--- config.mk ---
export PLATFORM = sky130hd
export DESIGN_NAME = booth_mul
export DESIGN_NICKNAME = d
export VERILOG_FILES = /design/src/rtl/arith_pkg.sv /design/src/rtl/booth_step.sv /design/src/rtl/booth_mul.sv
export SDC_FILE = /design/constraint.sdc
export NUM_CORES = 1
export LEC_CHECK = 0
export CAP_MARGIN = 10
export CORE_MARGIN = 3
export CORE_UTILIZATION = 50
export DETAILED_ROUTE_END_ITERATION = 7
export PLACE_DENSITY_LB_ADDON = 0.25
export REMOVE_ABC_BUFFERS = 1
export SLEW_MARGIN = 5
export SYNTH_ARGS = -nofsm -noshare
export SYNTH_HDL_FRONTEND = slang
export SYNTH_SLANG_ARGS = --single-unit
export TNS_END_PERCENT = 1
--- constraint.sdc ---
create_clock -name clk -period 4 [get_ports clk]
set_input_delay 0.8 -clock clk [delete_from_list [all_inputs] [get_ports clk]]
set_output_delay 0.8 -clock clk [all_outputs]
set_load 0.05 [all_outputs]
--- src/rtl/arith_pkg.sv ---
// Types and constants shared by the sequential arithmetic blocks (Booth multiplier, non-restoring divider).
package arith_pkg;

  typedef enum logic {
    IDLE = 1'b0,
    RUN  = 1'b1
  } state_t;

  localparam int DEFAULT_WIDTH = 32;

  // Counter wide enough to hold 0..w inclusive.
  function automatic int cnt_width(input int w);
    return $clog2(w + 1);
  endfunction

endpackage

--- src/rtl/booth_step.sv ---
// One radix-2 Booth iteration: conditional add/subtract of M into A, then an arithmetic
// right shift of {A,Q,q_1}.
module booth_step
  import arith_pkg::*;
#(
  parameter int WIDTH = DEFAULT_WIDTH
) (
  input  logic [WIDTH:0]   a,
  input  logic [WIDTH-1:0] q,
  input  logic             q_1,
  input  logic [WIDTH-1:0] m,
  output logic [WIDTH:0]   a_nxt,
  output logic [WIDTH-1:0] q_nxt,
  output logic             q_1_nxt,
  output logic             do_add,
  output logic             do_sub
);

  logic [WIDTH:0] m_ext;
  logic [WIDTH:0] sum;

  // A is one bit wider than M so that subtracting the most negative M cannot overflow.
  assign m_ext = {m[WIDTH-1], m};

  always_comb begin
    sum    = a;
    do_add = 1'b0;
    do_sub = 1'b0;
    case ({q[0], q_1})
      2'b10: begin
        sum    = a - m_ext;
        do_sub = 1'b1;
      end
      2'b01: begin
        sum    = a + m_ext;
        do_add = 1'b1;
      end
      default: ;
    endcase
  end

  assign a_nxt   = {sum[WIDTH], sum[WIDTH:1]};
  assign q_nxt   = {sum[0], q[WIDTH-1:1]};
  assign q_1_nxt = q[0];

endmodule

--- src/rtl/booth_mul.sv ---
// Sequential signed radix-2 Booth multiplier: one multiplier bit per clock, full
// double-width product, and counts of the add/subtract operations performed.
module booth_mul
  import arith_pkg::*;
#(
  parameter  int WIDTH = DEFAULT_WIDTH,
  localparam int CW    = cnt_width(WIDTH)
) (
  input  logic               clk,
  input  logic               rst_n,
  input  logic               start,
  input  logic [WIDTH-1:0]   multiplicand,
  input  logic [WIDTH-1:0]   multiplier,
  output logic [2*WIDTH-1:0] product,
  output logic               busy,
  output logic               done,
  output logic [CW-1:0]      num_add,
  output logic [CW-1:0]      num_sub
);

  state_t           state, state_nxt;
  logic [WIDTH-1:0] m_reg;
  logic [WIDTH:0]   a_reg, a_nxt;
  logic [WIDTH-1:0] q_reg, q_nxt;
  logic             q_1_reg, q_1_nxt;
  logic [CW-1:0]    count;
  logic             do_add, do_sub;
  logic             last;

  booth_step #(.WIDTH(WIDTH)) u_step (
    .a       (a_reg),
    .q       (q_reg),
    .q_1     (q_1_reg),
    .m       (m_reg),
    .a_nxt   (a_nxt),
    .q_nxt   (q_nxt),
    .q_1_nxt (q_1_nxt),
    .do_add  (do_add),
    .do_sub  (do_sub)
  );

  assign last = (count == CW'(WIDTH - 1));
  assign busy = (state == RUN);

  always_ff @(posedge clk or negedge rst_n) begin
    if (!rst_n) state <= IDLE;
    else        state <= state_nxt;
  end

  always_comb begin
    state_nxt = state;
    case (state)
      IDLE:    if (start) state_nxt = RUN;
      RUN:     if (last)  state_nxt = IDLE;
      default: state_nxt = IDLE;
    endcase
  end

  // Start is only looked at in IDLE, so a request during RUN leaves the latches alone.
  always_ff @(posedge clk or negedge rst_n) begin
    if (!rst_n) begin
      m_reg   <= '0;
      a_reg   <= '0;
      q_reg   <= '0;
      q_1_reg <= 1'b0;
      count   <= '0;
      num_add <= '0;
      num_sub <= '0;
      product <= '0;
      done    <= 1'b0;
    end else if (state == IDLE) begin
      if (start) begin
        m_reg   <= multiplicand;
        a_reg   <= '0;
        q_reg   <= multiplier;
        q_1_reg <= 1'b0;
        count   <= '0;
        num_add <= '0;
        num_sub <= '0;
        done    <= 1'b0;
      end
    end else begin
      a_reg   <= a_nxt;
      q_reg   <= q_nxt;
      q_1_reg <= q_1_nxt;
      count   <= count + CW'(1);
      if (do_add) num_add <= num_add + CW'(1);
      if (do_sub) num_sub <= num_sub + CW'(1);
      if (last) begin
        product <= {a_nxt[WIDTH-1:0], q_nxt};
        done    <= 1'b1;
      end
    end
  end

endmodule

==> run metrics, run 1 <==
Worst Setup Path Type reg2reg; Setup-failing EPs final 2; async set-reset flop share out of synthesis 1.00; num rows 50; number of enable flip-flop cells after synthesis 0; Hold Path Class reg2reg; number of max-cap violations 0; failing checks negative setup slack; Skew-Pair Late Insertion Delay 430 ps; Reg2Reg Depth 20; Post-DP HPWL 18000 um; CP peak stage delay 400 ps; Crit path buffers/inverters 3; post-route ant nets 0; CP Cell Sequence inv_2 > ha_1 > or3b_4 > nor4_4 > buf_4 > and3_1 > buf_4 > a21oi_1 > xor2_1 > ha_1 > nand4_1 > nor2_1 > a221o_1 > a21oi_2 > a31oi_2 > a31oi_1 > xor2_1 > nand3b_1 > nand3_1 > o21ai_1; layout cells sized above 1 0.122; DR vias/cell 5.44; CTS sink cnt 181; FF-to-FF Start m_reg[0]$_DFFE_PN0P_; Area after DPL 12000 um2; post-layout min period 4080 ps; CTS tree yes; Critical Path Sink Type flip-flop; clock transition at the registers of the reported paths 80 ps; Hold Path Cell Cnt 2; IO Count 145; WP data arrival 4400 ps; GRT Overall Usage 0.245; Worst path slowest cell or3b_4; most flop-heavy register product; RSZ-0062 raised after global routing true; crit share post-route 1.02; Synth Area per Inst 8.68 um2; Slew @ Worst Pin 1010 ps; Syn. warnings 0; initial antenna violation count 0; post-synthesis sequential area ratio 0.455; Fmax 0.245 GHz; die height 147 um; largest net degree at the start of global routing 110; fin. max-slew vios 0; vias in the first global route 8633; post-route cell area 12800 um2; area of the mapped netlist 9950 um2; largest cells by area after synthesis dfrtp_1 46%, nand2_1 13%, ha_1 4.8%; setup ws final -75.4 ps; WL final 25800 um; Yosys reg bits 181; first-pass GRT wire length 43500 um; Placement Setup Slack -173 ps; Core Footprint 19100 um2; cts bufs inserted 17; Post-route DRC 0; Die X 147 um; outcome finished with violations; Inserted Diodes 0; Total Nets Final 1426; Hold Crit Start product[47]$_DFFE_PN0P_; Setup TNS -144 ps; Slew HR 0.324; GP Congestion 0.920; Final Hold Fails 0; via count 8666; max reg flops 64; Initial Utilization 0.520; Clock H-tree levels 4; Unique masters post-synth 61; post-synthesis cell count 1147; Synth Flop Type dfrtp_1; maximum fanout along the worst path 5; area share of the largest cell type after synthesis 0.455; gr ovfl total 0; IO Port Bufs 144; cts hold-fix bufs 0; area leader, netlist dfrtp_1; routed len/inst 16.2 um; crit path launch type flip-flop; reg2reg setup slack -80 ps; Clock Skews 12.6 ps; end of the worst hold path product[47]$_DFFE_PN0P_; Critical R2R Capture a_reg[31]$_DFFE_PN0P_; stages on the worst setup path 20; Layout area overhead 28.8%; die area 21600 um2; cell family with most CP delay simple AND/OR/NAND/NOR gates; CTS Buffer Depth 2; DRT iter0 DRCs 682; Root Driver clkbuf_16; worst path required time 4320 ps; Initial DRT Pass Iterations 5; # fillers 1645
-- layout by cell type, fill, tap and decap left out, types with 18 or more instances in the layout --
| cell type | count |
|---|---|
| xnor2_1 | 19 |
| o21ai_0 | 79 |
| xor2_1 | 42 |
| nand2b_1 | 22 |
| buf_4 | 70 |
| dfrtp_1 | 180 |
| nor2_1 | 50 |
| clkdlybuf4s50_1 | 142 |
| nand2_1 | 348 |
| mux2i_1 | 44 |
| a21oi_1 | 49 |
| a21o_1 | 18 |
| ha_1 | 33 |
| o21ai_1 | 26 |
-- final cells by class --
class                   count  area (um2)  share of cell area
multi-input cells         889        5330               0.416
flip-flops and latches    181        4530               0.354
repair buffers            215        1980               0.154
clock buffers              18         429              0.0335
well taps                 260         325              0.0254
clock inverters            14         166              0.0130
inverters                  16        60.1             0.00468
-- cell families (layout without fill, tap and decap cells) --
kind of cell	Yosys count	after routing	share of synthesized area
buffers and inverters	77	263	0.0294
and+or+nand+nor	497	497	0.213
xor gates and xnor gates	63	63	0.0554
adders and majority gates	39	39	0.0498
AOI/OAI and AO/OA	239	239	0.145
DFF	181	181	0.455
muxes	51	51	0.0522
-- how the worst max path moves through the flow --
| stage | start | end | slack [ps] |
|---|---|---|---|
| finish | m_reg[0]$_DFFE_PN0P_ | a_reg[31]$_DFFE_PN0P_ | -80 |
| global route | m_reg[7]$_DFFE_PN0P_ | product[63]$_DFFE_PN0P_ | -380 |
| CTS | m_reg[0]$_DFFE_PN0P_ | a_reg[30]$_DFFE_PN0P_ | -40 |
| detailed placement | m_reg[7]$_DFFE_PN0P_ | product[63]$_DFFE_PN0P_ | -170 |
| global placement | m_reg[7]$_DFFE_PN0P_ | product[63]$_DFFE_PN0P_ | -40 |
| floorplan | busy$_DFF_PN0_ | product[38]$_DFFE_PN0P_ | -3660 |
-- metrics by stage --
| step | cells | utilization | hold WS (ps) |
|---|---|---|---|
| after floorplan | 1086 | - | 453 |
| after global routing | 1593 | 0.670 | 499 |
| after detailed placement | 1560 | 0.628 | 462 |
| final | 1593 | 0.670 | 471 |
| after CTS | 1592 | 0.663 | 479 |
| after global placement | 1560 | 0.628 | 449 |
-- layer usage --
layer | track usage | part of all wire
met1 | 0.331 | 0.45
met3 | 0.0614 | 0.064
met4 | 0.0657 | 0.018
met2 | 0.396 | 0.47
met5 | 0 | 0
-- cells in the mapped netlist (all sizes together) (9+ instances only) --
cell type,count
buf,10
nor2,54
dfrtp,181
o21bai,9
ha,38
nand4,9
nor3,13
clkbuf,51
xor2,42
o21ai,108
a21oi,56
nand3,13
nand2b,22
xnor2,21
inv,16
nand2,351
o31ai,9
a21o,18
mux2i,44
-- worst register-to-register path, stage by stage (launching register included) --
cell	delay, ps
dfrtp_1	390
inv_2	60
ha_1	150
or3b_4	400
nor4_4	250
buf_4	200
and3_1	180
buf_4	110
a21oi_1	60
xor2_1	150
ha_1	380
nand4_1	130
nor2_1	60
a221o_1	390
a21oi_2	190
a31oi_2	140
a31oi_1	180
xor2_1	210
nand3b_1	120
nand3_1	120
o21ai_1	80
-- what timing repair did --
action,4_1_cts,5_1_grt
gates resized for setup,16,26
pin swaps,1,16
setup buffers,0,1
setup endpoints to repair,13,29
Power of run 1 is not shown: default switching activity piles up to over one toggle a cycle in this logic, so the estimate is an artifact.
==> run 2, diff against run 1 <==
- clock period: 4 -> 3.8 ns (I/O delays scaled with it)
==> run 2 against run 1 <==
- the run still ends with negative setup slack left
- fmax increased by 1.8%
- count of clock-buffer cells in the layout decreased by 1
- routed wire length grew 3.7%
- global-route usage rose by 0.51 points
- register-to-register slack worse by 130 ps
- die area unchanged
- clock skew increased by 1.8 ps
- non-clock buffer count grew 36
- first-iteration DRC count decreased by 32%
- design area up 2.4%
- worst setup slack worse by 130 ps
- largest cell class unchanged
- highest routed layer unchanged
==> run metrics, run 2 (synthesized netlist as in run 1, its figures left out) <==
outcome finished with violations (unchanged); failing checks negative setup slack (unchanged); CTS Buffer Depth 2 (unchanged); cell family with most CP delay simple AND/OR/NAND/NOR gates (unchanged); layout cells sized above 1 0.148 (was 0.122); maximum fanout along the worst path 5 (unchanged); Initial DRT Pass Iterations 5 (unchanged); WP data arrival 4300 ps (was 4400 ps); post-route ant nets 0 (unchanged); Clock Skews 14.4 ps (was 12.6 ps); gr ovfl total 0 (unchanged); CP peak stage delay 580 ps (was 400 ps); Fmax 0.250 GHz (was 0.245 GHz); initial antenna violation count 0 (unchanged); Reg2Reg Depth 18 (was 20); Critical Path Sink Type flip-flop (unchanged); Total Nets Final 1462 (was 1426); # fillers 1563 (was 1645); Inserted Diodes 0 (unchanged); Root Driver clkbuf_16 (unchanged); Slew @ Worst Pin 877 ps (was 1010 ps); RSZ-0062 raised after global routing true (unchanged); num rows 50 (unchanged); Slew HR 0.416 (was 0.324); CTS sink cnt 181 (unchanged); via count 8842 (was 8666); cts bufs inserted 17 (unchanged); Fin Hold WS 350 ps (was 471 ps); max reg flops 64 (unchanged); Die X 147 um (unchanged); clock transition at the registers of the reported paths 80 ps (about the same); most used cell, CP xor2_1; IO Port Bufs 144 (unchanged); CTS tree yes (unchanged); worst path required time 4100 ps (was 4320 ps); CP Cell Sequence or4_4 > nor4_4 > buf_4 > and3_4 > nor2_1 > xor2_1 > ha_1 > buf_4 > nand4_1 > nor2_1 > a221o_1 > a21oi_2 > a31oi_1 > a31oi_1 > xor2_1 > nand2b_1 > xor2_1 > o21ai_1 (was inv_2 > ha_1 > or3b_4 > nor4_4 > buf_4 > and3_1 > buf_4 > a21oi_1 > xor2_1 > ha_1 > nand4_1 > nor2_1 > a221o_1 > a21oi_2 > a31oi_2 > a31oi_1 > xor2_1 > nand3b_1 > nand3_1 > o21ai_1); Setup-failing EPs final 13 (was 2); Final Hold Fails 0 (unchanged); WL final 26800 um (was 25800 um); die area 21600 um2 (unchanged); Core Footprint 19100 um2 (unchanged); die height 147 um (unchanged); stages on the worst setup path 18 (was 20); DRT iter0 DRCs 463 (was 682); Worst Setup Path Type reg2reg (unchanged); most flop-heavy register product (unchanged); first-pass GRT wire length 44200 um (was 43500 um); Worst path slowest cell or4_4 (was or3b_4); Layout area overhead 31.9% (was 28.8%); fin. max-slew vios 0 (unchanged); IO Count 145 (unchanged); Skew-Pair Late Insertion Delay 450 ps (was 430 ps); number of max-cap violations 0 (unchanged); setup ws final -204 ps (was -75.4 ps); Initial Utilization 0.520 (unchanged); Clock H-tree levels 4 (unchanged); Post-DP HPWL 18600 um (was 18000 um); largest net degree at the start of global routing 86 (was 110); Post-route DRC 0 (unchanged); commonest non-fill, non-tap cell in the layout nand2_1 (unchanged); Hold Path Class in2async (was reg2reg); most frequent cells in the layout 350 x nand2_1, 180 x dfrtp_1, 142 x clkdlybuf4s50_1 (was 348 x nand2_1, 180 x dfrtp_1, 142 x clkdlybuf4s50_1); vias in the first global route 8846 (was 8633); Crit path buffers/inverters 2 (was 3); GP Congestion 0.933 (was 0.920); crit share post-route 1.05 (was 1.02); post-layout min period 4000 ps (was 4080 ps); GRT Overall Usage 0.250 (was 0.245); routed len/inst 16.4 um (was 16.2 um); crit path launch type flip-flop (unchanged); DR vias/cell 5.43 (was 5.44)
-- run 2: changes by cell type in the layout (fill, tap and decap cells not counted), moves of 2 or more --
cell,before,now
o21ai_1,26,23
inv_8,2,5
buf_12,0,2
nand2_1,348,350
buf_4,70,105
o21ai_2,3,7
-- run 2: repair_timing --
action,CTS,global route
setup buffers,2,0
pin swaps,5,13
hold buffers,0,0
resized for setup,14,29
setup endpoints to repair,25,33
-- run 2: area by class of cell --
cell class | instances | area, um2 | share of cell area
timing repair buffer | 251 | 2270 | 0.173
multi-input combinational | 889 | 5330 | 0.406
sequential | 181 | 4530 | 0.345
clock inverter | 15 | 180 | 0.0137
inverter | 16 | 60.1 | 0.00458
clock buffer | 17 | 425 | 0.0324
tap | 260 | 325 | 0.0248
-- run 2: metal layers --
layer  track usage  wire length [um]  vias to the layer above
met5             0                 0                        -
met4        0.0620               388                        0
met3        0.0642              1530                       28
met2         0.419             12900                      210
met1         0.326             11900                     4305
li1              -                 -                     4299
-- run 2: final timing paths --
kind / startpoint / endpoint / slack, ps
worst min-delay path: rst_n / product[37]$_DFFE_PN0P_ / 350
max in group asynchronous: rst_n / product[28]$_DFFE_PN0P_ / 2600
min in group clk: product[49]$_DFFE_PN0P_ / product[49]$_DFFE_PN0P_ / 470
worst min register to register: product[49]$_DFFE_PN0P_ / product[49]$_DFFE_PN0P_ / 470
worst max register to register: m_reg[7]$_DFFE_PN0P_ / product[63]$_DFFE_PN0P_ / -200
worst max-delay path: m_reg[7]$_DFFE_PN0P_ / product[63]$_DFFE_PN0P_ / -200
-- run 2: per-stage QoR --
step                      setup slack [ps]  instance area [um2]   util  instances  TNS, ps
after global placement                -279                12300  0.643       1595    -2150
final                                 -204                13100  0.686       1629    -1110
after floorplan                      -3860                 9720      -       1086  -213240
after detailed placement              -343                12300  0.643       1595    -3250
after global routing                  -446                13100  0.686       1629    -4970
after CTS                             -245                13000  0.679       1629    -1470
Power of run 2 is left out for the same reason.
